## src/rtl/instr_word_writer.sv

```systemverilog
// instr_word_writer
//   Writer side of the instruction-memory interface. Takes decoded RISC-V
//   fields (R/I/S/SB/UJ) over a valid/ready handshake, packs them into 32-bit
//   instruction words and writes them to consecutive word addresses starting at
//   a programmable base address.
//
//   Optional feature: define INSTR_READBACK_CHECK_EN to read back each word
//   after writing it and compare it (adds the err_verify port).
//
// Ports
//   clk, rst_n        clock, asynchronous active-low reset
//   i_start           1-cycle pulse: load base address, clear count and errors
//   i_base_addr       first write byte address
//   i_in_valid        field bundle valid
//   o_in_ready        block can accept a bundle
//   i_fmt             0=R 1=I 2=S 3=SB 4=UJ, 5..7 illegal
//   i_op              opcode
//   i_rd, i_rs1, i_rs2, i_f3, i_f7
//                     instruction fields
//   i_imm             raw immediate
//   o_mem_addr        memory address
//   o_mem_wdata       encoded word
//   o_mem_write       write strobe (one cycle per word)
//   o_mem_read        read strobe (readback only)
//   i_mem_rdata       memory read data (readback only)
//   o_word_count      words written since start
//   o_full            word_count == MAX_WORDS
//   o_err_fmt         sticky: illegal fmt received
//   o_err_align       sticky: misaligned base at start
//   o_err_verify      sticky: readback mismatch (readback build only)
module instr_word_writer #(
    parameter int unsigned MAX_WORDS = 16,
    parameter int unsigned CNT_W     = 16
) (
    input  logic             clk,
    input  logic             rst_n,
    input  logic             i_start,
    input  logic [31:0]      i_base_addr,
    input  logic             i_in_valid,
    output logic             o_in_ready,
    input  logic [2:0]       i_fmt,
    input  logic [6:0]       i_op,
    input  logic [4:0]       i_rd,
    input  logic [4:0]       i_rs1,
    input  logic [4:0]       i_rs2,
    input  logic [2:0]       i_f3,
    input  logic [6:0]       i_f7,
    input  logic [31:0]      i_imm,
    output logic [31:0]      o_mem_addr,
    output logic [31:0]      o_mem_wdata,
    output logic             o_mem_write,
    output logic             o_mem_read,
    input  logic [31:0]      i_mem_rdata,
    output logic [CNT_W-1:0] o_word_count,
    output logic             o_full,
    output logic             o_err_fmt,
    output logic             o_err_align
`ifdef INSTR_READBACK_CHECK_EN
    ,
    output logic             o_err_verify
`endif
);

    typedef enum logic [1:0] {
        S_IDLE  = 2'd0,
        S_WRITE = 2'd1,
        S_READ  = 2'd2,
        S_CHECK = 2'd3
    } state_t;

    state_t            r_state;
    state_t            w_next;
    logic [31:0]       r_addr;      // address the next accepted word goes to
    logic [31:0]       r_mem_addr;  // address of the word being written/read
    logic [31:0]       r_wdata;
    logic [CNT_W-1:0]  r_count;
    logic              r_err_fmt;
    logic              r_err_align;
    logic [31:0]       w_word;
    logic              w_fmt_ok;
    logic              w_full;
    logic              w_hs;

    assign w_full = (r_count == CNT_W'(MAX_WORDS));
    assign w_hs   = i_in_valid & o_in_ready;

    // Field packing; only the immediate bits each format uses are taken.
    always_comb begin
        w_word   = '0;
        w_fmt_ok = 1'b1;
        case (i_fmt)
            3'd0: w_word = {i_f7, i_rs2, i_rs1, i_f3, i_rd, i_op};
            3'd1: w_word = {i_imm[11:0], i_rs1, i_f3, i_rd, i_op};
            3'd2: w_word = {i_imm[11:5], i_rs2, i_rs1, i_f3, i_imm[4:0], i_op};
            3'd3: w_word = {i_imm[12], i_imm[10:5], i_rs2, i_rs1, i_f3,
                            i_imm[4:1], i_imm[11], i_op};
            3'd4: w_word = {i_imm[20], i_imm[10:1], i_imm[11], i_imm[19:12],
                            i_rd, i_op};
            default: w_fmt_ok = 1'b0;
        endcase
    end

    // State register
    always_ff @(posedge clk or negedge rst_n) begin
        if (!rst_n) r_state <= S_IDLE;
        else        r_state <= w_next;
    end

    // Next state. A start lets a WRITE in flight finish its cycle but drops
    // any readback that would follow it.
    always_comb begin
        w_next = r_state;
        case (r_state)
            S_IDLE:  if (w_hs && w_fmt_ok) w_next = S_WRITE;
`ifdef INSTR_READBACK_CHECK_EN
            S_WRITE: w_next = S_READ;
            S_READ:  w_next = S_CHECK;
            S_CHECK: w_next = S_IDLE;
`else
            S_WRITE: w_next = S_IDLE;
`endif
            default: w_next = S_IDLE;
        endcase
        if (i_start && r_state != S_IDLE) w_next = S_IDLE;
    end

    // Outputs. mem_write comes straight from the state so an async reset
    // removes it immediately.
    always_comb begin
        o_in_ready  = (r_state == S_IDLE) & ~w_full & ~r_err_align & ~i_start;
        o_mem_write = (r_state == S_WRITE);
`ifdef INSTR_READBACK_CHECK_EN
        o_mem_read  = (r_state == S_READ);
`else
        o_mem_read  = 1'b0;
`endif
    end

    // Datapath: address, word, count, sticky errors.
    always_ff @(posedge clk or negedge rst_n) begin
        if (!rst_n) begin
            r_addr      <= '0;
            r_mem_addr  <= '0;
            r_wdata     <= '0;
            r_count     <= '0;
            r_err_fmt   <= 1'b0;
            r_err_align <= 1'b0;
        end else begin
            if (w_hs && w_fmt_ok) begin
                r_mem_addr <= r_addr;
                r_wdata    <= w_word;
            end
            if (w_hs && !w_fmt_ok) r_err_fmt <= 1'b1;
            if (r_state == S_WRITE) begin
                r_addr  <= r_addr + 32'd4;
                r_count <= r_count + 1'b1;
            end
            // start has the last word: it overrides the WRITE-end advance
            if (i_start) begin
                r_addr      <= i_base_addr;
                r_mem_addr  <= i_base_addr;
                r_count     <= '0;
                r_err_fmt   <= 1'b0;
                r_err_align <= |i_base_addr[1:0];
            end
        end
    end

`ifdef INSTR_READBACK_CHECK_EN
    logic r_err_verify;
    always_ff @(posedge clk or negedge rst_n) begin
        if (!rst_n)       r_err_verify <= 1'b0;
        else if (i_start) r_err_verify <= 1'b0;
        else if (r_state == S_CHECK && i_mem_rdata != r_wdata)
            r_err_verify <= 1'b1;
    end
    assign o_err_verify = r_err_verify;

    logic w_unused;
    assign w_unused = ^i_imm[31:21];
`else
    logic w_unused;
    assign w_unused = ^{i_imm[31:21], i_mem_rdata};
`endif

    assign o_mem_addr   = r_mem_addr;
    assign o_mem_wdata  = r_wdata;
    assign o_word_count = r_count;
    assign o_full       = w_full;
    assign o_err_fmt    = r_err_fmt;
    assign o_err_align  = r_err_align;

endmodule
```

## config.mk

```make
export PLATFORM = sky130hd
export DESIGN_NAME = instr_word_writer
export DESIGN_NICKNAME = d
export VERILOG_FILES = /design/src/rtl/instr_word_writer.sv
export SDC_FILE = /design/constraint.sdc
export NUM_CORES = 1
export LEC_CHECK = 0
export CAP_MARGIN = 5
export CORE_ASPECT_RATIO = 1.5
export CORE_MARGIN = 4
export CORE_UTILIZATION = 40
export CTS_CLUSTER_SIZE = 24
export DETAILED_ROUTE_END_ITERATION = 6
export GPL_ROUTABILITY_DRIVEN = 0
export GPL_TIMING_DRIVEN = 0
export PLACE_DENSITY_LB_ADDON = 0.05
export RECOVER_POWER = 50
export SLEW_MARGIN = 20
export SYNTH_ARGS = -nofsm -noshare
export SYNTH_HDL_FRONTEND = slang
export SYNTH_SLANG_ARGS = --single-unit
```

## constraint.sdc

```tcl
create_clock -name clk -period 1.9 [get_ports clk]
set_input_delay 0.57 -clock clk [delete_from_list [all_inputs] [get_ports clk]]
set_output_delay 0.57 -clock clk [all_outputs]
set_load 0.05 [all_outputs]
```

==> results of run 1 <==
## layout make-up
| cell class | count | area (um2) | share of cell area [%] |
|---|---|---|---|
| Buffer | 46 | 354 | 3.72 |
| Timing Repair Buffer | 226 | 2150 | 22.6 |
| Inverter | 9 | 48.8 | 0.513 |
| Clock inverter | 14 | 133 | 1.39 |
| Clock buffer | 18 | 439 | 4.61 |
| Tap cell | 192 | 240 | 2.52 |
| Multi-Input combinational cell | 437 | 3250 | 34.2 |
| Sequential cell | 115 | 2900 | 30.5 |
## kinds of logic (layout without fill, tap and decap cells)
logic type	Yosys count	count (layout)	synth area share, %
AO/OA/AOI/OAI	211	211	20.8
multiplexers	37	37	6.81
flip-flops	115	115	49.3
buffers and inverters	62	313	4.24
other	1	1	0.0642
adder cells (fa/ha/maj)	3	3	0.643
XOR/XNOR	21	21	3.15
AND/OR/NAND/NOR	163	164	15.0
## placed cells by master (no fill, tap or decap), types with 19 or more instances in the layout
cell / instances
nor2_1: 48
buf_4: 41
o21ai_0: 77
dfrtp_1: 96
a31oi_1: 36
clkbuf_2: 28
clkdlybuf4s15_1: 35
clkbuf_16: 21
a21oi_1: 32
dlygate4sd2_1: 23
dfrtp_2: 19
clkdlybuf4s50_1: 86
## repair_timing
action | 4_1_cts | 5_1_grt
cloned | 1 | 4
resized for setup | 170 | 197
buffers inserted | 30 | 19
endpoints found under the setup margin | 165 | 130
pin swaps | 8 | 54
## per-stage QoR
stage	hold slack (ns)	cell area [um2]	worst slack [ns]	utilization (%)	total power [mW]
6_report	0.311	9520	-0.568	67.1	8.44
2_1_floorplan	0.274	5970	-0.246	-	4.39
3_5_place_dp	0.485	7980	-1.34	56.2	5.36
4_1_cts	0.0628	8870	-0.558	62.5	8.33
5_1_grt	0.375	9520	-0.627	67.1	8.77
3_3_place_gp	0.480	7950	-4.74	56.0	5.32
## worst paths after layout
| path | start | to | slack [ns] | depth (start not counted) |
|---|---|---|---|---|
| max in group asynchronous | rst_n | r_addr[5]$_DFFE_PN0N_ | 0.29 | 2 |
| min | rst_n | o_word_count[12]$_DFFE_PN0N_ | 0.31 | 1 |
| max reg2reg | o_word_count[0]$_DFFE_PN0N_ | o_mem_addr[0]$_DFFE_PN0P_ | -0.11 | 9 |
| min in group clk | r_addr[0]$_DFFE_PN0P_ | r_addr[0]$_DFFE_PN0P_ | 0.49 | 1 |
| max | o_word_count[0]$_DFFE_PN0N_ | o_in_ready | -0.57 | 8 |
| min reg2reg | r_addr[0]$_DFFE_PN0P_ | r_addr[0]$_DFFE_PN0P_ | 0.49 | 1 |
## state kept, by name, indices dropped and copies added, names as in the netlist
signal / cells
o_mem_wdata: 32
r_addr: 32
o_err_fmt: 1
o_err_align: 1
o_word_count: 16
o_mem_addr: 32
r_state: 1
## metal layers
| layer | share of wire [%] | vias up | global-route usage [%] |
|---|---|---|---|
| li1 | - | 2750 | - |
| met1 | 39 | 2981 | 27.6 |
| met2 | 51 | 255 | 39.5 |
| met3 | 7.7 | 40 | 7.37 |
| met4 | 2.4 | 0 | 9.02 |
| met5 | 0 | - | 0 |
## power by group
| group | internal, mW | switching, mW |
|---|---|---|
| sequential | 2.77 | 0.232 |
| combinational | 0.814 | 1.55 |
| clock | 1.84 | 1.23 |
| total | 5.43 | 3.01 |
==> summary.md, run 1 <==
| Metric | Value |
|---|---|
| Run status | `complete, but fails checks` |
| Failing checks | `setup timing` |
| P&R area growth vs syn | `63.0%` |
| Post-Syn Area per Cell | `between 9 and 10 um2` |
| Yosys warning count | `0` |
| Post-synthesis net count | `751` |
| Worst Setup End Kind | `output pin` |
| Min-delay worst type | `input pin to async pin` |
| Max Root-Sink Buffers | `2` |
| Clock H-tree levels | `4` |
| GRT Total Usage | `23.3%` |
| Post-synth EDFFs | `0` |
| Static Leak | `3.86 nW` |
| Die area | `roughly 17000 um2` |
| RSZ-0062 raised after global routing | `yes` |
| Setup CP Type | `flip-flop to output pin` |
| Post-Layout Cell Count | `1057` |
| Share of cells above drive strength 1 | `29.0%` |
| Post-synth top area share | `49.3%` |
| Cell family with most CP delay | `buffers and inverters` |
| Pwr dens | `about 900 nW/um2` |
| Via count | `6026` |
| First-pass GRT wire length | `30900 um` |
| Routed wire per std cell | `19.4 um` |
| Dominant synthesized flop cell | `dfrtp_1` |
| CP max-delay cell | `dfrtp_2` |
| Max-Cap Viols | `0` |
| Antenna violations before repair | `0` |
| Register area share after synthesis | `49.3%` |
| Largest net degree at the start of global routing | `79` |
| Slew @ Worst Pin | `0.984 ns` |
| Clock Skew | `0.0100 ns` |
| Die H | `156 um` |
| Post-synth top cells | `dfrtp_1, o21ai_0, a31oi_1` |
| # diodes | `0` |
| Core area | `14200 um2` |
| DRT Pass-1 Iters | `5` |
| Final HPWL DP | `13500 um` |
| Clock root buffer master | `clkbuf_16` |
| Min Tclk post-route | `2.47 ns` |
| CTS tree | `done` |
| Ys async rst share | `100%` |
| Setup TNS | `-3.73 ns` |
| IO Port Bufs | `174` |
| Clock transition at path regs | `0.06 ns` |
| CP cell instances | `inv_2 > ha_4 > nor3b_2 > nand4_1 > buf_4 > clkbuf_16 > and2_4 > buf_8` |
| Max Clock Freq | `0.405 GHz` |
| Wirelength, routed | `20600 um` |
| Final Max Tran Viols | `0` |
| Startpoint type of the worst setup path | `flip-flop` |
| IO Pins | `221` |
| Final net count | `990` |
| Vias per std cell | `roughly 5.7` |
| Drc violations | `0` |
| # rows | `53` |
| Critical Path AT | `1.90 ns` |
| Seq cells post-synth | `115` |
| Most area-hungry cell type in the Yosys netlist | `dfrtp_1` |
| VDD IR max | `0.000588 V` |
| Slowest Stage Delay on Critical Path | `0.42 ns` |
| Crit path max fanout | `2` |
| Antenna viol nets, final | `0` |
| Vias in the first global route | `6069` |
| Clock latency on the worst-skew pair | `a little over 0.4 ns` |
| Hold Fails Final Rpt | `0` |
| Synth Cell Area | `5840 um2` |
| GRT overflow | `0` |
| Count leader, synth | `dfrtp_1` |
| Initial detailed-routing violation count | `446` |
| Buf/Inv on CP | `4` |
| CP required | `1.33 ns` |
| Initial Util | `41.1%` |
| Distinct cells, synth | `45` |
| Top cells by area, synth | `dfrtp_1, o21ai_0, a31oi_1` |
| Fillers | `1172` |
| Fin crit share | `130%` |
| Setup ws final | `-0.568 ns` |
| Setup violators final | `48` |
| Max-slew headroom | `34.4%` |
| Die width | `107 um` |
| TritonCTS buffer count | `17` |
| Gate Count Post-Synth | `613` |
| Clock sinks | `115` |
| Dpl cells | `slightly below 1000` |
| Hold Buf Count CTS | `0` |
Power figures use the tool's default switching activity.
==> run 2: changes to the inputs <==
--- a/config.mk
+++ b/config.mk
@@ -15,7 +15,7 @@
 export GPL_TIMING_DRIVEN = 0
 export PLACE_DENSITY_LB_ADDON = 0.05
 export RECOVER_POWER = 50
-export SLEW_MARGIN = 20
+export SLEW_MARGIN = 10
 export SYNTH_ARGS = -nofsm -noshare
 export SYNTH_HDL_FRONTEND = slang
 export SYNTH_SLANG_ARGS = --single-unit
==> run 2 against run 1 <==
  * Utilization grew 0.15 points
  * Fmax shrank 1.4%
  * Sequential power is essentially flat
  * Flip-flop and latch count is the same
  * The flow still finishes with violations (setup timing)
  * Cell count shrank 0.76%
==> summary.md, run 2 (synthesis results as in run 1) <==
| Metric | Value |
|---|---|
| Run status | `complete, but fails checks` |
| Failing checks | `setup timing` |
| Die width | `107 um` |
| IO Pins | `221` |
| Max-slew headroom | `37.6%` |
| CTS tree | `done` |
| Hold Buf Count CTS | `0` |
| Critical Path AT | `slightly below 2 ns` |
| # diodes | `0` |
| Startpoint type of the worst setup path | `flip-flop` |
| Final core utilization | `between 60% and 70%` |
| First-pass GRT wire length | `30700 um` |
| Clock sinks | `roughly 120` |
| Worst Setup End Kind | `output pin` |
| TritonCTS buffer count | `17` |
| DRT Pass-1 Iters | `5` |
| CP required | `1.33 ns` |
| Final net count | `982` |
| Most frequent cells in the layout | `dfrtp_1, clkdlybuf4s50_1, o21ai_0` |
| Vias in the first global route | `6058` |
| Slew @ Worst Pin | `0.936 ns` |
| Final HPWL DP | `around 14000 um` |
| IO Port Bufs | `174` |
| Final Max Tran Viols | `0` |
| Antenna violations before repair | `0` |
| Min-delay worst type | `input pin to async pin` |
| CP max-delay cell | `dfrtp_2` |
| Clock H-tree levels | `4` |
| Max Clock Freq | `0.399 GHz` |
| Routed wire per std cell | `19.1 um` |
| Crit path top cell by count | `buf_6` |
| Die H | `roughly 160 um` |
| Share of cells above drive strength 1 | `29.3%` |
| Min Tclk post-route | `2.50 ns` |
| Core area | `around 14000 um2` |
| Total Power | `8.51 mW` |
| RSZ-0062 raised after global routing | `yes` |
| Clock transition at path regs | `0.06 ns` |
| CP cell instances | `inv_2 > ha_4 > nor3b_2 > nand4_1 > buf_6 > buf_6 > clkbuf_16 > and2_4 > buf_8` |
| Setup CP Type | `flip-flop to output pin` |
| GRT overflow | `0` |
| Max-Cap Viols | `0` |
| Die area | `16600 um2` |
| Vias per std cell | `5.58` |
| Setup ws final | `-0.603 ns` |
| P&R area growth vs syn | `63.4%` |
| Drc violations | `0` |
| Setup violators final | `53` |
| Clock latency on the worst-skew pair | `0.41 ns` |
| Largest net degree at the start of global routing | `80` |
| Commonest non-fill, non-tap cell in the layout | `dfrtp_1` |
| Slowest Stage Delay on Critical Path | `~0.41 ns` |
| Hold Fails Final Rpt | `0` |
| Via count | `5856` |
| Crit path max fanout | `2` |
| Static Leak | `3.91 nW` |
| Wirelength, routed | `20000 um` |
| # rows | `53` |
| Initial detailed-routing violation count | `291` |
| Clock root buffer master | `clkbuf_16` |
| Fin crit share | `132%` |
| Final Hold Slack | `0.294 ns` |
| VDD IR max | `approximately 0.00063 V` |
| Max Root-Sink Buffers | `2` |
| Pwr dens | `892 nW/um2` |
| Antenna viol nets, final | `0` |
| Initial Util | `around two fifths` |
| GRT Total Usage | `23.1%` |
| Clock Skew | `between 0.01 and 0.015 ns` |
==> run 2: cell count changes in the layout (fill, tap and decap cells not counted), moves of 6 or more <==
cell           before  now
buf_4              41   27
o21ai_0            77   66
dlygate4sd2_1      23   30
buf_6              11   17
==> run 2: what timing repair did <==
item	in CTS	in global routing
endpoints found under the hold margin	0	0
setup endpoints to repair	165	126
cloned	1	3
pin swaps	20	31
gates resized for setup	177	210
setup buffers	26	16
==> run 2: cell type report <==
type,instances,area [um2]
plain buffers,46,385
clock buffers,19,453
clock inverters,13,133
fillers,1176,4650
inverters,9,46.3
multi-input cells,436,3250
flip-flops and latches,115,2900
well taps,192,240
repair buffers,219,2140
==> run 2: per-stage QoR <==
| step | instances | setup slack, ns | setup TNS (ns) | instance area (um2) |
|---|---|---|---|---|
| after global placement | 979 | -4.74 | -543.73 | 7950 |
| after detailed placement | 980 | -1.27 | -47.56 | 7980 |
| after global routing | 1049 | -0.706 | -9.95 | 9540 |
| after floorplan | 613 | -0.246 | -0.980 | 5970 |
| after CTS | 1037 | -0.613 | -4.25 | 8890 |
| final | 1049 | -0.603 | -4.05 | 9540 |
==> run 2: power by group <==
| part | internal, mW | switching [mW] | leakage (nW) |
|---|---|---|---|
| registers | 2.77 | 0.236 | 1.36 |
| clock network | 1.99 | 1.16 | 0.281 |
| logic | 0.814 | 1.54 | 2.26 |
| total | 5.57 | 2.94 | 3.91 |
==> run 2: critical path: cells and delay by family, from the launching register on <==
kind / cells / cell delay [ns]
buf+inv: 5 / 0.61
simple gates: 3 / 0.40
fa+ha+maj: 1 / 0.12
flops: 1 / 0.41
==> run 2: path summary, 6_finish.rpt <==
check	cells after the start	start	slack [ns]	endpoint
max	9	o_word_count[1]$_DFFE_PN0N_	-0.60	o_in_ready
min	1	rst_n	0.29	o_word_count[13]$_DFFE_PN0N_
min reg2reg	1	r_addr[0]$_DFFE_PN0P_	0.50	r_addr[0]$_DFFE_PN0P_
max reg2reg	11	o_word_count[1]$_DFFE_PN0N_	-0.15	o_mem_wdata[4]$_DFFE_PN0P_
max in group asynchronous	2	rst_n	0.32	r_addr[24]$_DFFE_PN0N_
min in group clk	1	r_addr[0]$_DFFE_PN0P_	0.50	r_addr[0]$_DFFE_PN0P_
==> run 2: routing by layer <==
metal | track usage [%] | vias to the layer above | routed length, um
met1 | 26.7 | 2873 | 7880
met3 | 7.62 | 27 | 1460
met4 | 9.02 | 0 | 357
met2 | 39.6 | 212 | 10300
met5 | 0 | - | 0
li1 | - | 2744 | -
==> run 3: changes to the inputs <==
--- a/config.mk
+++ b/config.mk
@@ -9,7 +9,7 @@
 export CORE_ASPECT_RATIO = 1.5
 export CORE_MARGIN = 4
 export CORE_UTILIZATION = 40
-export CTS_CLUSTER_SIZE = 24
+export CTS_CLUSTER_SIZE = 8
 export DETAILED_ROUTE_END_ITERATION = 6
 export GPL_ROUTABILITY_DRIVEN = 0
 export GPL_TIMING_DRIVEN = 0
==> results of run 3 <==
Final layout, timing and power as in run 2 (identical DEF).
